<file path="src/rtl/pcie_rq_arbiter.sv">
// pcie_rq_arbiter
//   Shares the PCIe requester-request (RQ) AXIS port between N_REQ upstream
//   requesters. Arbitration is round-robin at packet granularity: a grant is
//   held from the first beat until the requester's tlast beat is accepted.
//   The requester index is stamped into descriptor bits [103:102] (upper tag
//   bits) of the first beat of each packet. Requester-completion (RC) beats
//   are steered back to the owning requester using tdata[71:70].
//
// Optional feature macro: RQ_STAT_EN
//   defined   -> 16-bit per-requester accepted-packet counters on rq_pkt_cnt
//   undefined -> rq_pkt_cnt tied to zero, no counter flops
//
// Ports
//   user_clk, user_reset    clock, synchronous active-high reset
//   user_lnk_up             link up; low behaves as reset
//   req_t*                  packed requester RQ streams (slice i = requester i)
//   s_axis_rq_t*            registered RQ stream to the PCIe core
//   m_axis_rc_t*            RC stream from the PCIe core
//   rc_t*                   RC stream broadcast to requesters, per-requester valid/ready
//   rq_pkt_cnt              per-requester accepted-packet counters
//   arb_busy                high while a packet is locked
module pcie_rq_arbiter #(
  parameter int N_REQ               = 3,
  parameter int C_DATA_WIDTH        = 128,
  parameter int KEEP_WIDTH          = C_DATA_WIDTH / 32,
  parameter int AXI4_RQ_TUSER_WIDTH = 62,
  parameter int AXI4_RC_TUSER_WIDTH = 75
) (
  input  logic                                 user_clk,
  input  logic                                 user_reset,
  input  logic                                 user_lnk_up,
  input  logic [N_REQ*C_DATA_WIDTH-1:0]        req_tdata,
  input  logic [N_REQ*AXI4_RQ_TUSER_WIDTH-1:0] req_tuser,
  input  logic [N_REQ*KEEP_WIDTH-1:0]          req_tkeep,
  input  logic [N_REQ-1:0]                     req_tlast,
  input  logic [N_REQ-1:0]                     req_tvalid,
  output logic [N_REQ-1:0]                     req_tready,
  output logic [C_DATA_WIDTH-1:0]              s_axis_rq_tdata,
  output logic [AXI4_RQ_TUSER_WIDTH-1:0]       s_axis_rq_tuser,
  output logic [KEEP_WIDTH-1:0]                s_axis_rq_tkeep,
  output logic                                 s_axis_rq_tlast,
  output logic                                 s_axis_rq_tvalid,
  input  logic [3:0]                           s_axis_rq_tready,
  input  logic [C_DATA_WIDTH-1:0]              m_axis_rc_tdata,
  input  logic [AXI4_RC_TUSER_WIDTH-1:0]       m_axis_rc_tuser,
  input  logic [KEEP_WIDTH-1:0]                m_axis_rc_tkeep,
  input  logic                                 m_axis_rc_tlast,
  input  logic                                 m_axis_rc_tvalid,
  output logic                                 m_axis_rc_tready,
  output logic [C_DATA_WIDTH-1:0]              rc_tdata,
  output logic [AXI4_RC_TUSER_WIDTH-1:0]       rc_tuser,
  output logic [KEEP_WIDTH-1:0]                rc_tkeep,
  output logic                                 rc_tlast,
  output logic [N_REQ-1:0]                     rc_tvalid,
  input  logic [N_REQ-1:0]                     rc_tready,
  output logic [N_REQ*16-1:0]                  rq_pkt_cnt,
  output logic                                 arb_busy
);

  typedef enum logic {ARB = 1'b0, XFER = 1'b1} state_t;

  // Link loss discards everything exactly like an explicit reset.
  logic rst;
  assign rst = user_reset | ~user_lnk_up;

  // ---------------------------------------------------------------------
  // Arbitration FSM
  // ---------------------------------------------------------------------
  state_t     state_q, state_d;
  logic [1:0] rr_ptr_q, rr_ptr_d;
  logic [1:0] grant_q, grant_d;
  logic       first_beat_q, first_beat_d;

  logic                           out_ready;
  logic                           can_load;
  logic                           accept;
  logic                           pkt_done;
  logic [C_DATA_WIDTH-1:0]        sel_tdata;
  logic [AXI4_RQ_TUSER_WIDTH-1:0] sel_tuser;
  logic [KEEP_WIDTH-1:0]          sel_tkeep;
  logic                           sel_tlast;
  logic                           sel_tvalid;
  logic [C_DATA_WIDTH-1:0]        stamped_tdata;

  // Output register slice
  logic [C_DATA_WIDTH-1:0]        tdata_q;
  logic [AXI4_RQ_TUSER_WIDTH-1:0] tuser_q;
  logic [KEEP_WIDTH-1:0]          tkeep_q;
  logic                           tlast_q;
  logic                           tvalid_q;

  assign out_ready = |s_axis_rq_tready;
  // The slice can take a new beat when empty or when its beat leaves now.
  assign can_load  = !tvalid_q || out_ready;
  assign accept    = (state_q == XFER) && sel_tvalid && can_load;
  assign pkt_done  = accept && sel_tlast;

  // Select the granted requester's stream.
  always_comb begin
    sel_tdata  = '0;
    sel_tuser  = '0;
    sel_tkeep  = '0;
    sel_tlast  = 1'b0;
    sel_tvalid = 1'b0;
    for (int i = 0; i < N_REQ; i++) begin
      if (grant_q == 2'(i)) begin
        sel_tdata  = req_tdata[i*C_DATA_WIDTH +: C_DATA_WIDTH];
        sel_tuser  = req_tuser[i*AXI4_RQ_TUSER_WIDTH +: AXI4_RQ_TUSER_WIDTH];
        sel_tkeep  = req_tkeep[i*KEEP_WIDTH +: KEEP_WIDTH];
        sel_tlast  = req_tlast[i];
        sel_tvalid = req_tvalid[i];
      end
    end
  end

  // Upper two tag bits carry the requester index on the descriptor beat only.
  always_comb begin
    stamped_tdata = sel_tdata;
    if (first_beat_q) begin
      stamped_tdata[103:102] = grant_q;
    end
  end

  genvar gi;
  generate
    for (gi = 0; gi < N_REQ; gi++) begin : g_ready
      assign req_tready[gi] = (state_q == XFER) && (grant_q == 2'(gi)) && can_load;
    end
  endgenerate

  always_comb begin
    int  idx;
    logic found;
    state_d      = state_q;
    rr_ptr_d     = rr_ptr_q;
    grant_d      = grant_q;
    first_beat_d = first_beat_q;
    idx          = 0;
    found        = 1'b0;
    case (state_q)
      ARB: begin
        // First requesting index at or above rr_ptr, wrapping modulo N_REQ.
        for (int k = 0; k < N_REQ; k++) begin
          idx = (int'(rr_ptr_q) + k) % N_REQ;
          if (!found && req_tvalid[idx]) begin
            found   = 1'b1;
            grant_d = 2'(idx);
          end
        end
        if (found) begin
          state_d      = XFER;
          first_beat_d = 1'b1;
        end
      end
      XFER: begin
        if (accept) begin
          first_beat_d = 1'b0;
          if (sel_tlast) begin
            rr_ptr_d = (grant_q == 2'(N_REQ - 1)) ? 2'd0 : grant_q + 2'd1;
            state_d  = ARB;
          end
        end
      end
      default: state_d = ARB;
    endcase
  end

  always_ff @(posedge user_clk) begin
    if (rst) begin
      state_q      <= ARB;
      rr_ptr_q     <= 2'd0;
      grant_q      <= 2'd0;
      first_beat_q <= 1'b0;
    end else begin
      state_q      <= state_d;
      rr_ptr_q     <= rr_ptr_d;
      grant_q      <= grant_d;
      first_beat_q <= first_beat_d;
    end
  end

  always_ff @(posedge user_clk) begin
    if (rst) begin
      tdata_q  <= '0;
      tuser_q  <= '0;
      tkeep_q  <= '0;
      tlast_q  <= 1'b0;
      tvalid_q <= 1'b0;
    end else if (accept) begin
      tdata_q  <= stamped_tdata;
      tuser_q  <= sel_tuser;
      tkeep_q  <= sel_tkeep;
      tlast_q  <= sel_tlast;
      tvalid_q <= 1'b1;
    end else if (out_ready) begin
      tvalid_q <= 1'b0;
    end
  end

  assign s_axis_rq_tdata  = tdata_q;
  assign s_axis_rq_tuser  = tuser_q;
  assign s_axis_rq_tkeep  = tkeep_q;
  assign s_axis_rq_tlast  = tlast_q;
  assign s_axis_rq_tvalid = tvalid_q;
  assign arb_busy         = (state_q == XFER);

  // ---------------------------------------------------------------------
  // Packet counters
  // ---------------------------------------------------------------------
`ifdef RQ_STAT_EN
  generate
    for (gi = 0; gi < N_REQ; gi++) begin : g_cnt
      logic [15:0] cnt_q;
      always_ff @(posedge user_clk) begin
        if (rst) begin
          cnt_q <= 16'd0;
        end else if (pkt_done && (grant_q == 2'(gi))) begin
          cnt_q <= cnt_q + 16'd1;
        end
      end
      assign rq_pkt_cnt[gi*16 +: 16] = cnt_q;
    end
  endgenerate
`else
  assign rq_pkt_cnt = '0;
`endif

  // ---------------------------------------------------------------------
  // RC steering
  // ---------------------------------------------------------------------
  // The target is taken from the header beat; later beats of a multi-beat
  // completion carry payload in those bits, so the target is held until tlast.
  logic       rc_busy_q;
  logic [1:0] rc_tgt_q;
  logic [1:0] rc_tgt;
  logic       rc_hs;

  assign rc_tgt = rc_busy_q ? rc_tgt_q : m_axis_rc_tdata[71:70];
  assign rc_hs  = m_axis_rc_tvalid && m_axis_rc_tready;

  generate
    for (gi = 0; gi < N_REQ; gi++) begin : g_rc
      assign rc_tvalid[gi] = m_axis_rc_tvalid && (rc_tgt == 2'(gi));
    end
  endgenerate

  // Targets beyond N_REQ match nobody, so ready stays high and the beat drops.
  always_comb begin
    m_axis_rc_tready = 1'b1;
    for (int i = 0; i < N_REQ; i++) begin
      if (rc_tgt == 2'(i)) begin
        m_axis_rc_tready = rc_tready[i];
      end
    end
  end

  always_ff @(posedge user_clk) begin
    if (rst) begin
      rc_busy_q <= 1'b0;
      rc_tgt_q  <= 2'd0;
    end else if (!rc_busy_q) begin
      if (m_axis_rc_tvalid && !m_axis_rc_tlast) begin
        rc_busy_q <= 1'b1;
        rc_tgt_q  <= m_axis_rc_tdata[71:70];
      end
    end else if (rc_hs && m_axis_rc_tlast) begin
      rc_busy_q <= 1'b0;
    end
  end

  assign rc_tdata = m_axis_rc_tdata;
  assign rc_tuser = m_axis_rc_tuser;
  assign rc_tkeep = m_axis_rc_tkeep;
  assign rc_tlast = m_axis_rc_tlast;

endmodule

</file>
<file path="config.mk">
export PLATFORM = sky130hd
export DESIGN_NAME = pcie_rq_arbiter
export DESIGN_NICKNAME = d
export VERILOG_FILES = /design/src/rtl/pcie_rq_arbiter.sv
export SDC_FILE = /design/constraint.sdc
export NUM_CORES = 1
export LEC_CHECK = 0
export CAP_MARGIN = 25
export CORE_AREA = 10 10 490 492
export DETAILED_ROUTE_END_ITERATION = 10
export DIE_AREA = 0 0 500 502
export GPL_TIMING_DRIVEN = 0
export PLACE_DENSITY_LB_ADDON = 0.12
export SLEW_MARGIN = 10
export SYNTH_ARGS = -nofsm -noshare
export SYNTH_HDL_FRONTEND = slang
export SYNTH_SLANG_ARGS = --single-unit
export TNS_END_PERCENT = 100
</file>
<file path="constraint.sdc">
create_clock -name user_clk -period 4.6 [get_ports user_clk]
set_input_delay 0.46 -clock user_clk [delete_from_list [all_inputs] [get_ports user_clk]]
set_output_delay 0.46 -clock user_clk [all_outputs]
set_load 0.01 [all_outputs]
</file>
==> flow_metrics.py <==
metrics = {
    "floorplan": {
        "start_util_pct": 5.71,
        "chipWidth_um": 500,
        "rows": 176,
        "core_mm2": 0.230,
        "io_pins": 1267,
        "die_area_mm2": 0.251,
        "dieHeight_um": 502,
    },
    "worst_setup_path": {
        "worstPathCellList": "buf_4 -> nor2b_1 -> buf_2 -> clkbuf_2 -> buf_16 -> clkbuf_1 -> and3_1 -> clkdlybuf4s50_1",
        "arrival_ns": 3.65,
        "critPathRequiredTime_ns": 4.14,
        "startpoint_type": "flip-flop",
        "end_kind": "primary output",
        "ff2ff_path_depth": 9,
        "reg2reg_from": "grant_q[1]",
        "r2r-end": "s_axis_rq_tdata[90]",
        "critPathKind": "flip-flop to primary output",
        "worst-path-max-fanout": 10,
        "worst_path_max_delay_cell": "clkdlybuf4s50_1",
        "slowest_delay_ns": 0.85,
        "r2r_slack_ns": 1.07,
    },
    "clock_network": {
        "cts_tree": "yes",
        "post_cts_resized": 1,
        "clock_sinks": 205,
        "clockBufferDepth": 3,
        "path_clk_slew_ns": 0.06,
        "insertion_delay_ns": 0.60,
        "cts_max_level": 2,
        "post_cts_buffers": 0,
        "clockRootBuffer": "clkbuf_16",
        "hold_buffers": 0,
        "cts_made_buffers": 34,
    },
    "route": {
        "drc": 0,
        "vias": 16100,
        "antenna_left": 0,
        "drt_first_iter_violations": 585,
        "routed_wl_um": 148000,
        "first_pass_iters": 5,
        "via_per_inst": 2.76,
        "avgRoutedWirePerCell_um": 25.5,
    },
    "grt": {
        "antenna_found_initial": 58,
        "overflow": 0,
        "grt_max_degree": 11,
        "grt_first_pass_wirelength_um": 185000,
        "grt_pass1_vias": 17500,
        "grt_usage_pct": 11.1,
    },
    "synthesis": {
        "synth_area_leaders": "dfxtp_1 (31%), mux2i_1 (15%), buf_4 (15%)",
        "ys_types": 38,
        "avgSynthCellArea_um2": 7.92,
        "synth_compound_area_share_pct": 12.8,
        "syn-cell-area_mm2": 0.0131,
        "synth_simple_gate_area_share_pct": 20.0,
        "yosys-top-cells-count": "nor2_1 (391), buf_4 (264), dfxtp_1 (205)",
        "syn_inst": 1657,
        "async_flop_share_pct": 0,
        "synth-seq-area-share_pct": 31.3,
        "synth_top_family_by_area": "buffers and inverters",
        "synth_top_area_share_pct": 31.3,
        "synthMuxAreaShare_pct": 15.5,
        "yosys.area_share.xor_xnor_pct": 0,
        "yosys.area.top_type": "dfxtp_1",
        "ys_warn_count": 0,
        "synth_flop_cell": "dfxtp_1",
        "yosys.area_share.adder_pct": 0.381,
        "synth_edf_count": 0,
        "yosysMostFrequentCell": "nor2_1",
        "ys_seq_elements": 205,
    },
    "cells_and_area": {
        "nFillCells": 26400,
        "fin_nets": 3572,
        "fin_area_mm2": 0.0285,
        "layout-drive-gt1-share_pct": 13.9,
        "syn_to_final_growth_pct": 117,
    },
    "worst_hold_path": {
        "hold_class": "flip-flop to flip-flop",
        "hp-start": "s_axis_rq_tlast",
        "hold_path_depth": 2,
        "min_to": "s_axis_rq_tlast",
    },
    "sta": {
        "min_period_ns": 4.11,
        "slew_viol_final": 0,
        "fin_tns_setup_ns": 0,
        "max_freq_ghz": 0.243,
        "fin_ws_ns": 0.485,
        "skew_ns": 0.0313,
        "setup_viol": 0,
        "relSlewSlack_pct": 36.6,
        "period_share_pct": 89.5,
        "tightest_slew_ns": 0.945,
        "rsz0062_at_grt": "false",
        "final-hold-violation-count": 0,
    },
    "power_and_ir_drop": {
        "power_density_mw_per_mm2": 224,
        "peakVddDrop_uv": 200,
        "p_leak_uw": 0.00944,
        "p_total_uw": 6390,
    },
    "placement": {
        "io_buffers": 1013,
        "placedInstanceArea_mm2": 0.0274,
        "dp_slack_ns": 0.0326,
        "gp_congestion": 0.780,
        "place_hpwl_um": 132000,
    },
    "run": {
        "drv_cap": 0,
    },
    "outcome": {
        "outcome": "finished, final reports clean",
    },
}
[placed cells by master, fill, tap and decap left out, types with 5 or more instances in the layout]
| cell type | count |
|---|---|
| clkdlybuf4s50_1 | 1013 |
| nor2_1 | 391 |
| buf_4 | 266 |
| dfxtp_1 | 205 |
| mux2i_1 | 201 |
| nor3_1 | 198 |
| a211oi_1 | 193 |
| clkbuf_1 | 73 |
| conb_1 | 48 |
| buf_2 | 43 |
| clkbuf_16 | 35 |
| diode_2 | 14 |
| nand2_1 | 13 |
| buf_6 | 13 |
| a21oi_1 | 9 |
| clkbuf_2 | 7 |
| inv_1 | 7 |
| nor2b_1 | 5 |
| clkbuf_8 | 5 |
[worst max-delay path: cells and delay by family (launching register included)]
kind	cells	cell delay (ns)
buffers and inverters	6	2.33
DFF	1	0.30
and+or+nand+nor	2	0.37
[worst max path at each step]
| stage | from | endpoint | cells past startpoint |
|---|---|---|---|
| 3_3_place_gp | s_axis_rq_tready[1] | s_axis_rq_tdata[90] | 8 |
| 2_1_floorplan | grant_q[1] | req_tready[2] | 6 |
| 5_1_grt | grant_q[1] | req_tready[2] | 8 |
| 6_report | grant_q[1] | req_tready[2] | 8 |
| 4_1_cts | grant_q[1] | req_tready[2] | 8 |
| 3_5_place_dp | s_axis_rq_tready[1] | s_axis_rq_tdata[90] | 8 |
[final cells by class]
| type | instances | area [um^2] | share of cell area (%) |
|---|---|---|---|
| diodes | 14 | 35.0 | 0.123 |
| plain buffers | 391 | 2610 | 9.17 |
| clock buffers | 49 | 978 | 3.44 |
| clock inverters | 9 | 82.6 | 0.290 |
| inverters | 7 | 26.3 | 0.0923 |
| multi-input cells | 1101 | 6580 | 23.1 |
| flip-flops and latches | 205 | 4100 | 14.4 |
| well taps | 3026 | 3790 | 13.3 |
| repair buffers | 1021 | 10300 | 36.1 |
[state kept, by name, indices dropped and copies added, names as in the netlist, 2 cells and up]
name / count
rr_ptr_q: 2
s_axis_rq_tkeep: 4
s_axis_rq_tdata: 128
rc_tgt_q: 2
grant_q: 2
s_axis_rq_tuser: 62
[through the flow]
stage | std cells | hold WS, ns | util [%]
2_1_floorplan | 1704 | 0.454 | -
3_3_place_gp | 5743 | 0.453 | 11.9
3_5_place_dp | 5751 | 0.455 | 11.9
4_1_cts | 5809 | 0.458 | 12.4
5_1_grt | 5813 | 0.491 | 12.4
6_report | 5823 | 0.456 | 12.4
[layer usage]
layer  vias to the layer above  part of all wire, %  GRT usage, %
li1                       7690                    -             -
met1                      7294                   34          10.7
met2                       923                   52          21.1
met3                       153                   11          5.68
met4                        22                  2.1          2.34
met5                         -                0.092             0
[cell families (layout without fill, tap and decap cells)]
kind of cell	after synthesis	after routing
compound gates	226	226
fa+ha+maj	4	4
buf+inv	398	1477
flops	205	205
mux	203	203
other cells	1	62
simple gates	620	620
[power breakdown]
group          internal (uW)  leakage [uW]  switching (uW)
Sequential              1820       0.00166            27.9
Combinational           1040       0.00726             868
Clock                   1530      0.000517            1110
No activity file was read; power rests on OpenSTA's default activity.
